[src/rtl/vball_gfx_arb_pkg.sv]
// Shared state encoding, requester ids and defaults for the gfx ROM arbiter.
package vball_gfx_arb_pkg;

  typedef enum logic [1:0] {
    IDLE,
    ISSUE,
    WAIT,
    RESP
  } state_e;

  localparam logic ID_BG  = 1'b0;
  localparam logic ID_SPR = 1'b1;

  localparam int TIMEOUT_DEFAULT = 15;
  localparam int TIMER_W         = 8;

endpackage

[src/rtl/vball_gfx_arb_pick.sv]
// Grant selection between the bg and sprite requesters: fixed bg priority,
// or round-robin on a last-winner pointer when VBALL_GFX_ARB_RR_EN is defined.
module vball_gfx_arb_pick
  import vball_gfx_arb_pkg::*;
(
`ifdef VBALL_GFX_ARB_RR_EN
  input  logic clk_sys,
  input  logic rst_n,
  input  logic take_i,
`endif
  input  logic bg_req_i,
  input  logic spr_req_i,
  output logic valid_o,
  output logic id_o
);

  assign valid_o = bg_req_i | spr_req_i;

`ifdef VBALL_GFX_ARB_RR_EN
  logic last_q, last_d;

  always_ff @(posedge clk_sys or negedge rst_n) begin
    if (!rst_n) last_q <= ID_BG;
    else        last_q <= last_d;
  end

  // On contention the requester that did not win last time is chosen.
  always_comb begin
    id_o   = ID_BG;
    last_d = last_q;
    if (bg_req_i && spr_req_i) id_o = ~last_q;
    else if (spr_req_i)        id_o = ID_SPR;
    if (take_i && valid_o) last_d = id_o;
  end
`else
  assign id_o = bg_req_i ? ID_BG : ID_SPR;
`endif

endmodule

[src/rtl/vball_gfx_arb.sv]
// Two-requester arbiter (bg and sprite layers) for the shared gfx ROM.
// Define VBALL_GFX_ARB_RR_EN for round-robin instead of fixed bg priority.
module vball_gfx_arb
  import vball_gfx_arb_pkg::*;
#(
  parameter int ADDR_W  = 19,
  parameter int TIMEOUT = TIMEOUT_DEFAULT
) (
  input  logic              clk_sys,
  input  logic              rst_n,
  input  logic              bg_req,
  input  logic [ADDR_W-1:0] bg_addr,
  output logic [7:0]        bg_data,
  output logic              bg_ack,
  input  logic              spr_req,
  input  logic [ADDR_W-1:0] spr_addr,
  output logic [7:0]        spr_data,
  output logic              spr_ack,
  output logic              rom_rd,
  output logic [ADDR_W-1:0] rom_addr,
  input  logic [7:0]        rom_data,
  input  logic              rom_valid,
  output logic              busy,
  output logic              timeout_err
);

  localparam logic [TIMER_W-1:0] TIMEOUT_T = TIMER_W'(TIMEOUT);

  state_e              state_q, state_d;
  logic                id_q, id_d;
  logic [ADDR_W-1:0]   rom_addr_q, rom_addr_d;
  logic                rom_rd_q, rom_rd_d;
  logic [TIMER_W-1:0]  timer_q, timer_d;
  logic [7:0]          bg_data_q, bg_data_d, spr_data_q, spr_data_d;
  logic                bg_ack_q, bg_ack_d, spr_ack_q, spr_ack_d;
  logic                err_q, err_d;
  logic [7:0]          rsp_data;
  logic                grant_valid, grant_id;

  vball_gfx_arb_pick u_pick (
`ifdef VBALL_GFX_ARB_RR_EN
    .clk_sys   (clk_sys),
    .rst_n     (rst_n),
    .take_i    (state_q == IDLE),
`endif
    .bg_req_i  (bg_req),
    .spr_req_i (spr_req),
    .valid_o   (grant_valid),
    .id_o      (grant_id)
  );

  always_ff @(posedge clk_sys or negedge rst_n) begin
    if (!rst_n) begin
      state_q    <= IDLE;
      id_q       <= ID_BG;
      rom_addr_q <= '0;
      rom_rd_q   <= 1'b0;
      timer_q    <= '0;
      bg_data_q  <= '0;
      spr_data_q <= '0;
      bg_ack_q   <= 1'b0;
      spr_ack_q  <= 1'b0;
      err_q      <= 1'b0;
    end else begin
      state_q    <= state_d;
      id_q       <= id_d;
      rom_addr_q <= rom_addr_d;
      rom_rd_q   <= rom_rd_d;
      timer_q    <= timer_d;
      bg_data_q  <= bg_data_d;
      spr_data_q <= spr_data_d;
      bg_ack_q   <= bg_ack_d;
      spr_ack_q  <= spr_ack_d;
      err_q      <= err_d;
    end
  end

  // rom_rd and the acks are registered, so they are set on the transition
  // into ISSUE / RESP and are high for exactly that state's cycle.
  always_comb begin
    state_d    = state_q;
    id_d       = id_q;
    rom_addr_d = rom_addr_q;
    rom_rd_d   = 1'b0;
    timer_d    = timer_q;
    bg_data_d  = bg_data_q;
    spr_data_d = spr_data_q;
    bg_ack_d   = 1'b0;
    spr_ack_d  = 1'b0;
    err_d      = err_q;
    rsp_data   = rom_valid ? rom_data : 8'hFF;

    case (state_q)
      IDLE: begin
        if (grant_valid) begin
          id_d       = grant_id;
          rom_addr_d = (grant_id == ID_SPR) ? spr_addr : bg_addr;
          rom_rd_d   = 1'b1;
          state_d    = ISSUE;
        end
      end
      ISSUE: begin
        timer_d = '0;
        state_d = WAIT;
      end
      WAIT: begin
        // A valid in the final timer cycle still wins over the abort.
        if (rom_valid || (timer_q == TIMEOUT_T)) begin
          if (id_q == ID_SPR) begin
            spr_data_d = rsp_data;
            spr_ack_d  = 1'b1;
          end else begin
            bg_data_d = rsp_data;
            bg_ack_d  = 1'b1;
          end
          err_d   = err_q | ~rom_valid;
          state_d = RESP;
        end else begin
          timer_d = timer_q + TIMER_W'(1);
        end
      end
      RESP:    state_d = IDLE;
      default: state_d = IDLE;
    endcase
  end

  assign bg_data     = bg_data_q;
  assign bg_ack      = bg_ack_q;
  assign spr_data    = spr_data_q;
  assign spr_ack     = spr_ack_q;
  assign rom_rd      = rom_rd_q;
  assign rom_addr    = rom_addr_q;
  assign busy        = (state_q != IDLE);
  assign timeout_err = err_q;

endmodule
[config.mk]
export PLATFORM = sky130hd
export DESIGN_NAME = vball_gfx_arb
export DESIGN_NICKNAME = d
export VERILOG_FILES = /design/src/rtl/vball_gfx_arb_pkg.sv /design/src/rtl/vball_gfx_arb_pick.sv /design/src/rtl/vball_gfx_arb.sv
export SDC_FILE = /design/constraint.sdc
export NUM_CORES = 1
export LEC_CHECK = 0
export BUFFER_PORTS_ARGS = -buffer_cell sky130_fd_sc_hd__buf_2
export CAP_MARGIN = 10
export CELL_PAD_IN_SITES_DETAIL_PLACEMENT = 1
export CELL_PAD_IN_SITES_GLOBAL_PLACEMENT = 2
export CORE_AREA = 10 10 97 99
export DETAILED_ROUTE_END_ITERATION = 7
export DIE_AREA = 0 0 107 109
export PLACE_DENSITY = 0.94
export SYNTH_ARGS = -nofsm -noshare
export SYNTH_HDL_FRONTEND = slang
export SYNTH_HIERARCHICAL = 1
export SYNTH_SLANG_ARGS = --single-unit
[constraint.sdc]
create_clock -name clk_sys -period 4.65 [get_ports clk_sys]
set_input_delay 1.395 -clock clk_sys [delete_from_list [all_inputs] [get_ports clk_sys]]
set_output_delay 1.395 -clock clk_sys [all_outputs]
set_load 0.02 [all_outputs]
==> impl_metrics.tcl <==
set metrics [dict create \
    status "completed" \
    syn_nets 261 \
    startpoint "state_q[0]" \
    drc 0 \
    ios 91 \
    fp.dieH_um 109 \
    required_ns 4.88 \
    path_clk_slew_ns 0.10 \
    grt_pass1_vias 2080 \
    r2r_slack_ns 2.00 \
    numCtsBuffers 5 \
    routed.top_layer "met4" \
    p_leak_nw 1.43 \
    maxCapViolCount 0 \
    grt_usage_pct 10.8 \
    fin_nets 348 \
    clockRootBuffer "clkbuf_8" \
    synth_top_area_cell "dfrtp_1" \
    grt_first_pass_wirelength_mm 10.4 \
    ys_seq_elements 50 \
    crit_type "reg2reg" \
    yosysWarnings 6 \
    timing.final.crit_share_pct 57.0 \
    max_slew.worst_pin.slew_ns 0.980 \
    n_fill_cell 891 \
    cts_buffer_depth 2 \
    core_area_sq_um 7530 \
    fmax_mhz 377 \
    numPortBuffers 90 \
    netlist.area_leader.share_pct 53.8 \
    syn_avg_cell_area_sq_um 11.4 \
    crit_arrival_ns 2.88 \
    dr_total_vias 1873 \
    end_kind "register" \
    n_antenna_cell 0 \
    antenna_found_initial 0 \
    wl_per_cell_um 16.1 \
    endpoint "bg_data[4]" \
    rsz0062_at_grt "no" \
    dr.pass1.iters 4 \
    r2r-start "state_q[0]" \
    hold_viol_final 0 \
    cts_setup_buffers 0 \
    slew_headroom_pct 34.6 \
    clk_latency_ns 0.30 \
    critPathMaxFanout 11 \
    grt_max_degree 41 \
    pwr_density_cell_nw_per_um2 632 \
    wl_met3_um 619 \
    setup_viol 0 \
    maxSlewViolCount 0 \
    fin_area_sq_um 2970 \
    period_minus_slack_ns 2.65 \
    dpl_cell_area_sq_um 2860 \
    ir_worst_vdd_uv 234 \
    area_growth_pct 27.6 \
    start_util_pct 30.9 \
    die_w_um 107 \
    htree_levels 2 \
    vias_per_cell 4.74 \
    dp_hpwl_mm 4.93 \
    grt_overflow_total 0 \
    wl_met1_mm 2.57 \
    cts_tree "built" \
    syn_area_sq_um 2330 \
    drt_iter0_drc 84 \
    gp_congestion 0.780 \
    fp-row-count 32 \
    cts_sinks 50 \
    async_reset_ff_share_pct 100 \
    start_kind "register" \
    rr_worst_depth 5 \
    cts_resized 0 \
    antenna_left 0 \
    dieArea_sq_um 11700 \
    hold_buffers 0 \
    timing.setup.tns_ns 0 \
    met2_length_mm 3.14 \
    finalClockSkew_ns 0.0107 \
    drive_above_1_share_pct 39.6 \
    hold_class "reg2reg" \
    ys_seq_area_share_pct 53.8 \
    r2r-end "bg_data[4]" \
    synth_cell_types 38 \
    netlist_top_cells_area "dfrtp_1 54%, mux2i_1 8.6%, a2bb2oi_2 5.2%" \
    synthCells 205 \
    synth_edf_count 0 \
    totalWireLength_mm 6.37 \
    synthFlopType "dfrtp_1" \
]
## worst min-delay path by stage
| stage | start | end | slack, ns | depth (start not counted) |
|---|---|---|---|---|
| 2_1_floorplan | timer_q[2] | timer_q[2] | 0.46 | 1 |
| 3_3_place_gp | timeout_err | timeout_err | 0.45 | 1 |
| 3_5_place_dp | timeout_err | timeout_err | 0.47 | 1 |
| 4_1_cts | timeout_err | timeout_err | 0.49 | 1 |
| 5_1_grt | timeout_err | timeout_err | 0.50 | 1 |
| 6_report | timeout_err | timeout_err | 0.48 | 1 |
## Yosys cell counts (all sizes together) (2+ instances only)
library cell	count
a21oi	22
ha	5
nor3b	2
buf	8
nand2	10
nor2	30
mux2i	20
o32a	9
nor3	3
mux2	2
nand2b	2
inv	5
nor2b	3
a2bb2oi	8
a21o	2
xor2	2
o21ai	2
nand3	6
a31o	2
dfrtp	50
clkbuf	4
## report_power, final
part / leakage, nW / internal [mW] / switching, mW
logic: 0.791 / 0.324 / 0.524
registers: 0.586 / 0.618 / 0.105
clock network: 0.0579 / 0.159 / 0.148
total: 1.43 / 1.10 / 0.777
## sequential cells by signal, indices dropped and copies added (netlist names)
signal	cells
spr_data	8
rom_addr	19
spr_ack	1
rom_rd	1
timer_q	8
timeout_err	1
bg_ack	1
id_q	1
bg_data	8
state_q	2
## stage by stage
stage	power [mW]	hold slack [ns]	util, %	setup slack (ns)	instances
after floorplan	1.30	0.460	-	2.22	205
after global placement	1.57	0.454	38.0	1.85	387
after detailed placement	1.60	0.470	38.0	1.88	387
after CTS	1.92	0.493	39.4	1.92	395
after global routing	2.03	0.496	39.4	1.78	395
final	1.88	0.483	39.4	2.00	395
## placed cells by master (no fill, tap or decap), types with 5 or more instances in the layout
cell       netlist  final
a21oi_1         20     20
a2bb2oi_2        8      8
buf_2            3     90
clkbuf_8         0      5
dfrtp_1         50     50
ha_1             5      5
inv_1            5      5
mux2i_1         20     20
nand2_1         10     10
nand3_1          6      6
nor2_1          28     28
o32a_1           9      9
## logic make-up after synthesis
| kind of cell | count (synthesis) | synth area share (%) |
|---|---|---|
| flops | 50 | 53.8 |
| simple gates | 62 | 13.3 |
| xor+xnor | 2 | 0.753 |
| fa+ha+maj | 5 | 2.69 |
| compound gates | 47 | 16.6 |
| buf+inv | 17 | 3.39 |
| mux | 22 | 9.57 |
## area by class of cell
class	instances	area [sq um]	share of cell area, %
well taps	102	128	4.30
multi-input cells	138	997	33.6
clock buffers	5	68.8	2.32
clock inverters	3	40.0	1.35
flip-flops and latches	50	1250	42.1
inverters	5	18.8	0.632
repair buffers	92	465	15.7
## critical path, stage by stage (launching register included)
cell and delay [ns]:
dfrtp_1 0.41, inv_1 0.11, ha_1 0.39, nor2b_1 0.83, nor2b_2 0.67, a2bb2oi_2 0.17
## metal layers
layer / track usage, % / up-vias
met5: 0 / -
met4: 2.32 / 0
met3: 4.90 / 6
met2: 18.5 / 61
met1: 12.0 / 908
li1: - / 898
Note: power is estimated with default switching activity, not from simulation.
